$ cat src/rtl/arb_mux_if.sv
// Handshake bundle for arb_mux: N valid/ready inputs, one registered output.
// master = producer/consumer side, slave = the mux itself.
interface arb_mux_if #(
  parameter int WIDTH    = 8,
  parameter int CHANNELS = 2
);
  localparam int SEL_W = (CHANNELS > 2) ? $clog2(CHANNELS) : 1;

  logic [CHANNELS*WIDTH-1:0] in_data;
  logic [CHANNELS-1:0]       in_valid;
  logic [CHANNELS-1:0]       in_ready;
  logic                      mode;
  logic [SEL_W-1:0]          sel;
  logic [WIDTH-1:0]          out_data;
  logic [SEL_W-1:0]          out_chan;
  logic                      out_valid;
  logic                      out_ready;

  modport master (
    output in_data, in_valid, mode, sel, out_ready,
    input  in_ready, out_data, out_chan, out_valid
  );

  modport slave (
    input  in_data, in_valid, mode, sel, out_ready,
    output in_ready, out_data, out_chan, out_valid
  );
endinterface

$ cat src/rtl/arb_mux.sv
// Registered N-channel valid/ready mux, fixed-select or round-robin grant.
// ARB_MUX_STATS_EN adds xfer_count and drop_sel ports.
module arb_mux #(
  parameter int WIDTH    = 8,
  parameter int CHANNELS = 2
) (
  input  logic     clk,
  input  logic     reset_n,
  arb_mux_if.slave bus
`ifdef ARB_MUX_STATS_EN
  ,
  output logic [15:0] xfer_count,
  output logic [0:0]  drop_sel
`endif
);
  localparam int SEL_W = (CHANNELS > 2) ? $clog2(CHANNELS) : 1;

  typedef enum logic {S_EMPTY, S_FULL} state_t;

  state_t           state_q, state_d;
  logic [WIDTH-1:0] data_q, data_d;
  logic [SEL_W-1:0] chan_q, chan_d;
  logic [SEL_W-1:0] rr_q, rr_d;
  logic [SEL_W-1:0] gnt_idx;
  logic [SEL_W:0]   cand;
  logic             gnt_any;
  logic             load_en;
  logic             in_xfer;
  logic             out_xfer;
  logic [WIDTH-1:0] gnt_word;

  // Pick the winning channel: explicit select or first valid from rr_q up
  always_comb begin
    gnt_any = 1'b0;
    gnt_idx = '0;
    cand    = '0;
    if (!bus.mode) begin
      for (int i = 0; i < CHANNELS; i++) begin
        if (bus.sel == SEL_W'(i) && bus.in_valid[i]) begin
          gnt_any = 1'b1;
          gnt_idx = SEL_W'(i);
        end
      end
    end else begin
      for (int k = 0; k < CHANNELS; k++) begin
        cand = {1'b0, rr_q} + (SEL_W+1)'(k);
        if (cand >= (SEL_W+1)'(CHANNELS))
          cand = cand - (SEL_W+1)'(CHANNELS);
        if (!gnt_any && bus.in_valid[cand[SEL_W-1:0]]) begin
          gnt_any = 1'b1;
          gnt_idx = cand[SEL_W-1:0];
        end
      end
    end
  end

  assign gnt_word = bus.in_data[gnt_idx*WIDTH +: WIDTH];
  assign load_en  = (state_q == S_EMPTY) || bus.out_ready;
  assign in_xfer  = load_en && gnt_any;
  assign out_xfer = (state_q == S_FULL) && bus.out_ready;

  // Next state: load on input transfer, else drain on output transfer
  always_comb begin
    state_d = state_q;
    data_d  = data_q;
    chan_d  = chan_q;
    rr_d    = rr_q;
    if (in_xfer) begin
      state_d = S_FULL;
      data_d  = gnt_word;
      chan_d  = gnt_idx;
      rr_d    = (int'(gnt_idx) == CHANNELS-1) ? '0 : gnt_idx + 1'b1;
    end else if (out_xfer) begin
      state_d = S_EMPTY;
    end
  end

  // Output register and round-robin pointer
  always_ff @(posedge clk or negedge reset_n) begin
    if (!reset_n) begin
      state_q <= S_EMPTY;
      data_q  <= '0;
      chan_q  <= '0;
      rr_q    <= '0;
    end else begin
      state_q <= state_d;
      data_q  <= data_d;
      chan_q  <= chan_d;
      rr_q    <= rr_d;
    end
  end

  // Drive handshake outputs; in_ready is held low while in reset
  always_comb begin
    bus.in_ready = '0;
    if (reset_n && in_xfer)
      bus.in_ready = CHANNELS'(1) << gnt_idx;
    bus.out_valid = (state_q == S_FULL);
    bus.out_data  = data_q;
    bus.out_chan  = chan_q;
  end

`ifdef ARB_MUX_STATS_EN
  logic [15:0] cnt_q;
  logic        drop_q;

  // Saturating output-transfer count and sticky illegal-select flag
  always_ff @(posedge clk or negedge reset_n) begin
    if (!reset_n) begin
      cnt_q  <= '0;
      drop_q <= 1'b0;
    end else begin
      if (out_xfer && cnt_q != 16'hFFFF)
        cnt_q <= cnt_q + 16'd1;
      if (!bus.mode && int'(bus.sel) >= CHANNELS)
        drop_q <= 1'b1;
    end
  end

  assign xfer_count = cnt_q;
  assign drop_sel   = drop_q;
`endif
endmodule

$ cat src/flat_wrapper.sv
// flat-port wrapper written by rule: the top's interface ports become plain ports
module arb_mux_flat 
#(
  parameter int WIDTH    = 8,
  parameter int CHANNELS = 2
)
  (clk, reset_n, bus_in_data, bus_in_valid, bus_mode, bus_sel, bus_out_ready, bus_in_ready, bus_out_data, bus_out_chan, bus_out_valid);
  arb_mux_if #(.WIDTH(WIDTH), .CHANNELS(CHANNELS)) bus_i ();
  input  logic clk;
  input  logic reset_n;
  input wire logic [$bits(bus_i.in_data)-1:0] bus_in_data;
  input wire logic [$bits(bus_i.in_valid)-1:0] bus_in_valid;
  input wire logic [$bits(bus_i.mode)-1:0] bus_mode;
  input wire logic [$bits(bus_i.sel)-1:0] bus_sel;
  input wire logic [$bits(bus_i.out_ready)-1:0] bus_out_ready;
  output wire logic [$bits(bus_i.in_ready)-1:0] bus_in_ready;
  output wire logic [$bits(bus_i.out_data)-1:0] bus_out_data;
  output wire logic [$bits(bus_i.out_chan)-1:0] bus_out_chan;
  output wire logic [$bits(bus_i.out_valid)-1:0] bus_out_valid;
  assign bus_i.in_data = bus_in_data;
  assign bus_i.in_valid = bus_in_valid;
  assign bus_i.mode = bus_mode;
  assign bus_i.sel = bus_sel;
  assign bus_i.out_ready = bus_out_ready;
  assign bus_in_ready = bus_i.in_ready;
  assign bus_out_data = bus_i.out_data;
  assign bus_out_chan = bus_i.out_chan;
  assign bus_out_valid = bus_i.out_valid;
  arb_mux #(.WIDTH(WIDTH), .CHANNELS(CHANNELS)) u_core (.clk(clk), .reset_n(reset_n), .bus(bus_i));
endmodule
$ cat config.mk
export PLATFORM = sky130hd
export DESIGN_NAME = arb_mux_flat
export DESIGN_NICKNAME = d
export VERILOG_FILES = /design/src/rtl/arb_mux_if.sv /design/src/rtl/arb_mux.sv /design/src/flat_wrapper.sv
export SDC_FILE = /design/constraint.sdc
export NUM_CORES = 1
export LEC_CHECK = 0
export BUFFER_PORTS_ARGS = -buffer_cell sky130_fd_sc_hd__clkbuf_2
export CORE_AREA = 2 2 39 41
export CTS_BUF_LIST = sky130_fd_sc_hd__clkbuf_2 sky130_fd_sc_hd__clkbuf_4 sky130_fd_sc_hd__clkbuf_8
export DETAILED_ROUTE_END_ITERATION = 10
export DIE_AREA = 0 0 41 43
export PLACE_DENSITY = 0.81
export RECOVER_POWER = 50
export SLEW_MARGIN = 20
export SYNTH_ARGS = -nofsm -noshare
export SYNTH_HDL_FRONTEND = slang
export SYNTH_SLANG_ARGS = --single-unit
$ cat constraint.sdc
create_clock -name clk -period 2.15 [get_ports clk]
set_input_delay 0.43 -clock clk [delete_from_list [all_inputs] [get_ports clk]]
set_output_delay 0.43 -clock clk [all_outputs]
set_load 0.005 [all_outputs]
# After elaboration in Yosys (flattened, before gate mapping)
# Cells that the tools add are included.
dict set report op_classes {
  n_addsub 4
  n_mul 0
  div 0
  magnitude_cmp 4
  eq_ne 0
  shifts 2
  n_mux 22
  bitwise_logic 2
  reduce_logical 9
}
# operator count
set ops {}
lappend ops {{1-bit two-way mux} 21}
lappend ops {{16-bit by 5-bit indexed part select with 8-bit output} 1}
lappend ops {{1-bit logical AND} 6}
lappend ops {{1-bit by 2-bit < comparator with 1-bit output, second input constant} 2}
lappend ops {{1-bit by 1-bit adder with 2-bit output, second input constant} 1}
lappend ops {{1-bit by 2-bit greater-or-equal comparator with 1-bit output, second input constant} 1}
lappend ops {{2-bit greater-or-equal comparator, second input constant} 1}
lappend ops {{2-bit two-way mux} 1}
lappend ops {{1-bit inverter} 2}
lappend ops {{2-bit nonzero test} 1}
lappend ops {{1-bit by 1-bit << shifter with 2-bit output, first input constant} 1}
lappend ops {{1-bit subtractor, second input constant} 2}
lappend ops {{1-bit adder, second input constant} 1}
lappend ops {{1-bit logical NOT} 1}
lappend ops {{1-bit logical OR} 1}
dict set report word_totals {
  regBits 11
  latch_bits 0
  mem_bits_rw 0
  rom_bits 0
  inputBits 23
  out_inout_bits 12
  elab_cells 47
  n_memories 0
}

# Longest topological paths before layout
# Gate-level depths: netlist of run 1.
dict set report depth {
  word_depth 14
  depth_mapped 5
}

# Least setup slack after synthesis of run 1
# No wires, ideal clock.
dict set report synth_timing {
  path_type {in2out}
  startpoint {input bus_mode}
  endpoint {output bus_in_ready[0]}
  arrival_ns 1.047
  path_slack_ns 0.673
  cell_stages 4
  path_buffers 1
  path_cell_list {o21a_4 o221ai_4 buf_6 nor3b_2}
}
dict set report synth_between {
  elab_chain_cells 4
  elab_cells_between_ends 6
  classes_between {shift (1); mux (3); reduce/logical (2)}
}
# item line_no
set synth_rtl {}
lappend synth_rtl {{start, declared} flat_wrapper.sv:13} ;# input wire logic [$bits(bus_i.mode)-1:0] bus_mode;
lappend synth_rtl {{1-bit two-way mux} arb_mux.sv:37} ;# if (!bus.mode) begin
lappend synth_rtl {{1-bit logical AND} arb_mux.sv:59} ;# assign in_xfer = load_en && gnt_any;
lappend synth_rtl {{1-bit logical AND} arb_mux.sv:96} ;# if (reset_n && in_xfer)
lappend synth_rtl {{2-bit two-way mux *} arb_mux.sv:96}
lappend synth_rtl {{end, declared} flat_wrapper.sv:16} ;# output wire logic [$bits(bus_i.in_ready)-1:0] bus_in_ready;
# Every way passes the cells marked *; elsewhere a longest branch is shown, timed or not.

# Final worst setup path of run 1
dict set report layout_timing {
  startpoint {register u_core.rr_q}
  endpoint {output bus_in_ready[0]}
}
dict set report layout_between {
  elab_chain_cells 14
  elab_cells_between_ends 26
  classes_between {add/sub (3); order compare (2); shift (1); mux (16); reduce/logical (4)}
}
# item line_no
set layout_rtl {}
lappend layout_rtl {{start, declared} arb_mux.sv:23} ;# logic [SEL_W-1:0] rr_q, rr_d;
lappend layout_rtl {{start signal, assigned} arb_mux.sv:89} ;# rr_q <= rr_d;
lappend layout_rtl {{1-bit by 2-bit greater-or-equal comparator with 1-bit output / 1-bit subtractor (equally long branches)} {arb_mux.sv:47, arb_mux.sv:48}}
lappend layout_rtl {{1-bit two-way mux} arb_mux.sv:47} ;# if (cand >= (SEL_W+1)'(CHANNELS))
lappend layout_rtl {{1-bit two-way mux} arb_mux.sv:37}
lappend layout_rtl {{1-bit two-way mux (implied by the code) (2 in a row)} arb_mux.sv:49} ;# if (!gnt_any && bus.in_valid[cand[SEL_W-1:0]]) begin
lappend layout_rtl {{1-bit two-way mux} arb_mux.sv:49}
lappend layout_rtl {{1-bit two-way mux} arb_mux.sv:37}
lappend layout_rtl {{1-bit logical NOT} arb_mux.sv:49}
lappend layout_rtl {{1-bit logical AND} arb_mux.sv:49}
lappend layout_rtl {{1-bit two-way mux} arb_mux.sv:49}
lappend layout_rtl {{1-bit two-way mux} arb_mux.sv:37}
lappend layout_rtl {{1-bit logical AND} arb_mux.sv:59}
lappend layout_rtl {{1-bit logical AND} arb_mux.sv:96}
lappend layout_rtl {{2-bit two-way mux *} arb_mux.sv:96}
# Every way passes the cells marked *; elsewhere a longest branch is shown, timed or not. The select of a mux whose other input is x is not followed.

==> impl_metrics.ini, run 1 <==
[synthesis]
seq_area_frac_synth = 0.467
yosys.area.top_type = dfrtp_1
async_flop_share = 1.00
syn_avg_cell_area_um2 = 11.1
syn-cell-area_um2 = 589
synthCells = 53
synth.area.top_cells = dfrtp_1 47%, mux2i_1 14%, o21ai_1 5.9%, nand2_1 5.7%, buf_6 5.7%
synth_cell_types = 19
synth_edf_count = 0
synth_ff_type = dfrtp_1
syn-num-nets = 76
synth.most_common_cell = dfrtp_1
yosysWarnings = 0
ys_ff_latch = 11
synthTopCellsByCount = 11 x dfrtp_1, 9 x nand2_1, 8 x mux2i_1
synth_top_area_frac = 0.467

[floorplan]
die_w_um = 41
dieArea_mm2 = 0.00176
io_pins = 35
start_util = 0.426
die_h_um = 43
design.core.area_mm2 = 0.00138
placementRows = 14

[worst_setup_path]
critPathArrivalTime_ns = 1.26
rrSetupSlack_ns = 0.80
path_cells = nand3b_1 -> nand2_2 -> nor3b_2 -> clkbuf_2
crit_type = reg2out
cpMaxStageDelayCell = dfrtp_1
crit_path_start = u_core.rr_q
r2r_cells = 5
cp-start-kind = flop
cpPeakStageDelay_ns = 0.39
endpoint = bus_in_ready[0]
critPathMaxFanout = 5
reg2reg_to = u_core.bus.out_chan
reg2reg_from = u_core.bus.out_valid
cp-end-kind = output pin
cp.required_ns = 1.72

[global_route]
grt_pass1_wl_um = 2060
grt_usage = 0.173
grt_pass1_vias = 520
globalRouteOverflowTotal = 0
grt_max_degree = 20
antenna_found_initial = 0

[timing]
finalHoldViolations = 0
finalCriticalPeriod_ns = 1.69
clock.fmax_mhz = 592
drv_slew = 0
setup_viol = 0
tightest_slew_ns = 0.295
rsz0062_at_grt = false
tns_ns = 0
slew_headroom = 0.803
min_period_over_period = 0.786
fin_skew_ns = 0.00749
holdWs_ns = 0.0288

[placement]
dpl.hpwl_um = 1040
gp_congestion = 0.733
place_inst = 102
postPlaceCellArea_um2 = 761
port_buffers = 34

[layout]
layout.nets = 114
n_fill_cell = 123
design_area_um2 = 779
layoutNonFillerInstCount = 106
diodes = 0
syn_to_final_growth_pct = 32.3
layout-drive-gt1-share = 0.478

[detailed_routing]
vias_per_cell = 4.78
drtAntennaViolNets = 0
drc_errors = 0
wl_per_cell_um = 12.0
routed_wl_um = 1270
firstDrtPassIters = 4
via_count = 507
first_iter_violations = 4

[clock_network]
cts_buffers = 3
clkSinkCount = 11
postCtsHoldBufs = 0
cts_tree = yes
ctsHtreeMaxLevel = 1
insertion_delay_ns = 0.27
clockRootBuffer = clkbuf_4
clkTransAtPathRegs_ns = 0.08
post_cts_resized = 0
cts_setup_buffers = 0
clockBufferDepth = 2

[power]
p_leak_uw = 0.000430
p_per_area_mw_per_mm2 = 724
peakVddDrop_mv = 0.340

[job]
max_cap_violations = 0

[hold_path]
holdCritPathClass = in2async

[run_status]
status = finished clean
==> state kept, by name (all words and copies together), names as in the netlist <==
register	flops
u_core.bus.out_chan	1
u_core.rr_q	1
u_core.bus.out_data	8
u_core.bus.out_valid	1
==> critical path, delay by kind of cell (launching register included) <==
| family | cells | cell delay [ns] |
|---|---|---|
| AND/OR/NAND/NOR | 3 | 0.48 |
| flip-flops | 1 | 0.39 |
| buffers and inverters | 1 | 0.14 |
==> per-stage QoR <==
stage                      util  power, uW  worst slack (ns)
final                     0.563        565             0.460
after global routing      0.563        605             0.370
after CTS                 0.571        575             0.448
after detailed placement  0.550        421             0.524
after global placement    0.550        413             0.538
after floorplan               -        351             0.673
==> layout make-up <==
cell class	count	area, um2	share of cell area
clock buffers	4	30.0	0.0385
inverters	2	7.51	0.00963
multi-input cells	37	265	0.340
flip-flops and latches	11	275	0.353
well taps	16	20.0	0.0257
repair buffers	36	181	0.233
==> metal layers <==
layer	global-route usage	wire, um	up-vias
met5	0	0	-
met4	0.100	14	0
met3	0.0314	52	2
met2	0.281	695	15
met1	0.197	511	234
li1	-	-	256
==> where the power goes <==
group,switching (uW),internal (uW)
sequential,19.8,243
combinational,73.2,73.5
clock,70.8,84.3
total,164,401
==> cell families after synthesis <==
logic type,share of synthesized area
buffers and inverters,0.0701
DFF,0.467
and+or+nand+nor,0.151
AOI/OAI and AO/OA,0.176
muxes,0.136
==> cell usage in the layout (no fill, tap or decap) <==
cell type,count
o22ai_1,1
o21ai_2,1
nor3b_2,1
mux2i_1,8
inv_1,2
clkbuf_2,31
clkbuf_1,3
nand3b_1,1
o221ai_4,1
dfrtp_1,11
o21ai_1,7
nor3_2,1
or2b_2,1
nand2_1,9
o21a_1,1
a21oi_1,1
a21o_1,1
clkbuf_4,4
nand2_2,1
nor2_1,1
nand2b_1,1
buf_4,2
==> worst min-delay path by stage <==
stage,end,slack (ns),cells after the start
after floorplan,u_core.bus.out_chan,0.13,0
after global placement,u_core.bus.out_data[4],0.32,1
after detailed placement,u_core.bus.out_data[4],0.33,1
after CTS,u_core.bus.out_data[4],0.03,1
after global routing,u_core.bus.out_data[4],0.04,1
final,u_core.bus.out_data[4],0.03,1
Power figures use the tool's default switching activity.
==> run 2, diff against run 1 <==
CORE_AREA = default   (was 2 2 39 41)
CORE_MARGIN = 1   (was default)
CORE_UTILIZATION = 43   (was default)
DIE_AREA = default   (was 0 0 41 43)
PLACE_DENSITY = 0.79   (was 0.81)
clock period = 1.65 ns   (was 2.15 ns; I/O delays follow)
==> impl_metrics.ini, run 2 (same netlist as run 1, synthesis figures left out) <==
[worst_setup_path]
crit_type = reg2out
cp-end-kind = output pin
path_cells = nand3b_1 -> nand2_4 -> nor3b_2 -> buf_2
path_delay_family = simple AND/OR/NAND/NOR gates
cp-start-kind = flop
cpMaxStageDelayCell = dfrtp_1
cpPeakStageDelay_ns = 0.40
crit_buf_inv = 1
cp.required_ns = 1.32
critPathArrivalTime_ns = 1.30
rrSetupSlack_ns = 0.29
critPathMaxFanout = 6

[layout]
mostFrequentLayoutCell = clkbuf_2
largest_reg_flops = 8
n_fill_cell = 89
final_cell_mix = 33 x clkbuf_2, 11 x dfrtp_1, 9 x nand2_1, 9 x buf_4, 8 x mux2i_1
layout.nets = 123
layout-drive-gt1-share = 0.545
diodes = 0
syn_to_final_growth_pct = 45.9

[detailed_routing]
drtAntennaViolNets = 0
drt-met1-wl_um = 479
routed_wl_um = 1380
via_count = 562
wl_met2_um = 852
vias_per_cell = 4.97
drc_errors = 0
first_iter_violations = 6
highest_layer = met3
wl_met3_um = 43
firstDrtPassIters = 2
wl_per_cell_um = 12.2

[timing]
fin_ws_ns = 0.0226
slew_headroom = 0.597
setup_viol = 0
holdWs_ns = 0.330
finalHoldViolations = 0
tightest_slew_ns = 0.604
drv_slew = 0
clock.fmax_mhz = 614
min_period_over_period = 0.986
fin_skew_ns = 0.00446
finalCriticalPeriod_ns = 1.63

[floorplan]
dieArea_mm2 = 0.00152
design.core.area_mm2 = 0.00119
io_pins = 35
placementRows = 12
die_h_um = 39.0
die_w_um = 39.0
start_util = 0.497

[hold_path]
holdCritPathClass = in2reg

[power]
peakVddDrop_mv = 0.565
p_per_area_mw_per_mm2 = 893
p_leak_uw = 0.000481

[clock_network]
insertion_delay_ns = 0.26
clkSinkCount = 11
cts_buffers = 3
clkTransAtPathRegs_ns = 0.07
ctsHtreeMaxLevel = 1
clockBufferDepth = 2
clockRootBuffer = clkbuf_4
cts_tree = yes

[placement]
port_buffers = 34
gp_congestion = 0.724
place_ws_ns = 0.175
dpl.hpwl_um = 1080

[run_status]
status = finished clean

[global_route]
grt_pass1_wl_um = 2020
grt_usage = 0.201
grt_pass1_vias = 526
grt_max_degree = 15
antenna_found_initial = 0
globalRouteOverflowTotal = 0

[job]
max_cap_violations = 0
run 2: cell count changes in the layout (fill, tap and decap cells not counted), sizes merged:
| cell | before | now |
|---|---|---|
| buf | 2 | 10 |
| dlygate4sd3 | 0 | 1 |
run 2: timing repair:
item	4_1_cts	5_1_grt
hold buffers	1	0
setup buffers	0	5
hold endpoints to repair	11	0
setup endpoints to repair	0	1
gates resized for setup	0	2
run 2: layer usage:
layer | vias to the layer above | GRT usage
met4 | 0 | 0.0776
met1 | 273 | 0.185
met2 | 14 | 0.404
met5 | - | 0
li1 | 275 | -
met3 | 0 | 0.0520
run 2: worst paths after layout:
kind,startpoint,to,depth (start not counted)
worst min register to register,u_core.bus.out_data[6],u_core.bus.out_data[6],2
min in group asynchronous,reset_n,u_core.rr_q,3
worst max register to register,u_core.bus.out_valid,u_core.bus.out_chan,6
worst min-delay path,bus_in_data[15],u_core.bus.out_data[7],3
worst max-delay path,u_core.rr_q,bus_in_ready[0],4
max in group asynchronous,reset_n,u_core.bus.out_data[5],3
run 2: worst min-delay path, cell delays in order:
cell      delay [ns]
clkbuf_2        0.07
mux2i_1         0.05
o21ai_1         0.10
run 2: cell type report:
type / count / area, um2 / share of cell area
Timing Repair Buffer: 45 / 251 / 0.293
Sequential cell: 11 / 275 / 0.320
Tap cell: 14 / 17.5 / 0.0204
Inverter: 2 / 7.51 / 0.00873
Multi-Input combinational cell: 37 / 278 / 0.323
Clock buffer: 4 / 30.0 / 0.0349
run 2: power breakdown:
part           switching [uW]  internal [uW]
logic                     103            122
registers                25.7            317
clock network            90.7            110
run 2: stage by stage:
| step | area, um2 | cells | setup TNS, ns | total power [uW] | utilization |
|---|---|---|---|---|---|
| after floorplan | 589 | 53 | 0 | 457 | - |
| after global placement | 781 | 103 | 0 | 545 | 0.658 |
| after detailed placement | 781 | 103 | 0 | 556 | 0.658 |
| after CTS | 821 | 108 | 0 | 757 | 0.692 |
| after global routing | 860 | 113 | -0.0200 | 821 | 0.725 |
| final | 860 | 113 | 0 | 768 | 0.725 |
==> run 3, diff against run 2 <==
ABC_AREA = 1   (was default)
CORE_UTILIZATION = 44   (was 43)
PLACE_DENSITY = 0.8   (was 0.79)
SKIP_CTS_REPAIR_TIMING = 1   (was default)
==> impl_metrics.ini, run 3 <==
[job]
max_cap_violations = 0

[worst_setup_path]
crit_path_start = u_core.rr_q
reg2reg_from = u_core.bus.out_valid
critPathArrivalTime_ns = 1.24
cp-end-kind = output pin
cp.required_ns = 1.32
critPathMaxFanout = 7
crit_type = reg2out
cp-start-kind = flop
rrSetupSlack_ns = 0.38

[placement]
gp_congestion = 0.721
postPlaceCellArea_um2 = 807
dpl.hpwl_um = 1150
port_buffers = 34

[timing]
finalCriticalPeriod_ns = 1.57
holdWs_ns = 0.346
finalHoldViolations = 0
clock.fmax_mhz = 638
rsz0062_at_grt = false
min_period_over_period = 0.950
drv_slew = 0
fin_skew_ns = 0.00852
setup_viol = 0
tns_ns = 0
tightest_slew_ns = 0.614
slew_headroom = 0.591

[floorplan]
io_pins = 35
design.core.area_mm2 = 0.00119
start_util = 0.509
placementRows = 12
die_h_um = 39.1
dieArea_mm2 = 0.00153
die_w_um = 39.1

[synthesis]
yosysWarnings = 0
synth.area.top_cells = dfrtp_1 46%, nand2_1 30%, nand3_1 6.6%, inv_1 3.7%, nand2_2 2.1%
async_flop_share = 1.00
synth_top_family_by_area = simple AND/OR/NAND/NOR gates
synthTopCellsByCount = 48 x nand2_1, 11 x dfrtp_1, 8 x nand3_1
ys_ff_latch = 11
seq_area_frac_synth = 0.455
synth.most_common_cell = nand2_1
yosys.area.top_type = dfrtp_1
syn_avg_cell_area_um2 = 7.11
synth_ff_type = dfrtp_1
synthMuxAreaShare = 0
synth_adder_area_share = 0
synth_edf_count = 0
syn-cell-area_um2 = 604
synth_compound_gate_area_share = 0.0166
yosys.area_share.simple = 0.472
yosys.area_share.xor_xnor = 0
synth_cell_types = 14
syn-num-nets = 108
synth_top_area_frac = 0.455
synthCells = 85

[clock_network]
clockRootBuffer = clkbuf_4
clkSinkCount = 11
cts_buffers = 3
cts_tree = yes
insertion_delay_ns = 0.28
clkTransAtPathRegs_ns = 0.07
ctsHtreeMaxLevel = 1
clockBufferDepth = 2

[detailed_routing]
firstDrtPassIters = 4
first_iter_violations = 15
drc_errors = 0
vias_per_cell = 4.60
via_count = 653
wl_per_cell_um = 10.8
routed_wl_um = 1540
drtAntennaViolNets = 0

[layout]
syn_to_final_growth_pct = 40.8
diodes = 0
largest_reg_flops = 8
n_fill_cell = 109
multiInputGateArea_um2 = 295
design_area_um2 = 851
final_cell_mix = 48 x nand2_1, 30 x clkbuf_2, 11 x dfrtp_1, 8 x nand3_1, 6 x inv_1
layout.nets = 152
mostFrequentLayoutCell = nand2_1
regArea_um2 = 275
layout-drive-gt1-share = 0.359

[power]
p_per_area_mw_per_mm2 = 923
peakVddDrop_mv = 0.628
p_leak_uw = 0.000531

[global_route]
grt_pass1_wl_um = 2350
grt_pass1_vias = 578
grt_max_degree = 12
grt_usage = 0.239
globalRouteOverflowTotal = 0
antenna_found_initial = 0

[run_status]
status = finished clean

[hold_path]
holdCritPathClass = in2reg
min_from = bus_in_data[4]
==> run 3: changes by cell type in the layout (fill, tap and decap cells not counted), moves of 2 or more <==
cell and change:
nand2_2 +2, o21ai_0 +2, nand3_1 +8, inv_1 +4, mux2i_1 -8, nand2_1 +39, o21ai_1 -7, buf_4 -6
clkbuf_2 -3, clkbuf_1 +4
==> run 3: cell type report <==
type	instances	share of cell area
repair buffers	40	0.243
inverters	7	0.0309
well taps	14	0.0206
flip-flops and latches	11	0.324
multi-input cells	66	0.347
clock buffers	4	0.0353
==> run 3: final timing paths <==
check	depth (start not counted)	to
min reg2reg	2	u_core.bus.out_chan
max	6	bus_in_ready[0]
min in group asynchronous	3	u_core.rr_q
max in group asynchronous	3	u_core.bus.out_data[1]
min	5	u_core.bus.out_data[4]
max reg2reg	4	u_core.rr_q
==> run 3: cell families after synthesis <==
logic type	Yosys count
DFF	11
and+or+nand+nor	64
buffers and inverters	8
AOI/OAI and AO/OA	2
==> run 3: metrics by stage <==
| stage | power [uW] | utilization | instances | setup WS [ns] |
|---|---|---|---|---|
| 3_5_place_dp | 580 | 0.680 | 135 | 0.110 |
| 6_report | 785 | 0.717 | 142 | 0.0818 |
| 5_1_grt | 835 | 0.717 | 142 | 0.00795 |
| 2_1_floorplan | 468 | - | 85 | 0.401 |
| 4_1_cts | 787 | 0.706 | 139 | 0.0266 |
| 3_3_place_gp | 574 | 0.680 | 135 | 0.169 |
==> run 3: routing by layer <==
| metal | vias up | wire [um] | GRT usage |
|---|---|---|---|
| li1 | 352 | - | - |
| met1 | 275 | 650 | 0.288 |
| met2 | 24 | 759 | 0.392 |
| met3 | 2 | 110 | 0.0520 |
| met4 | 0 | 16 | 0.129 |
| met5 | - | 0 | 0 |
==> run 3: report_power, final <==
part	switching [uW]	internal (uW)
clock network	93.8	110
logic	129	105
registers	25.7	321
==> run 3: critical path, cell delays in order, from the launching register on <==
cell	delay (ns)
dfrtp_1	0.38
inv_1	0.07
nand3_2	0.09
nand2_4	0.11
inv_2	0.06
nor3_2	0.13
buf_2	0.13
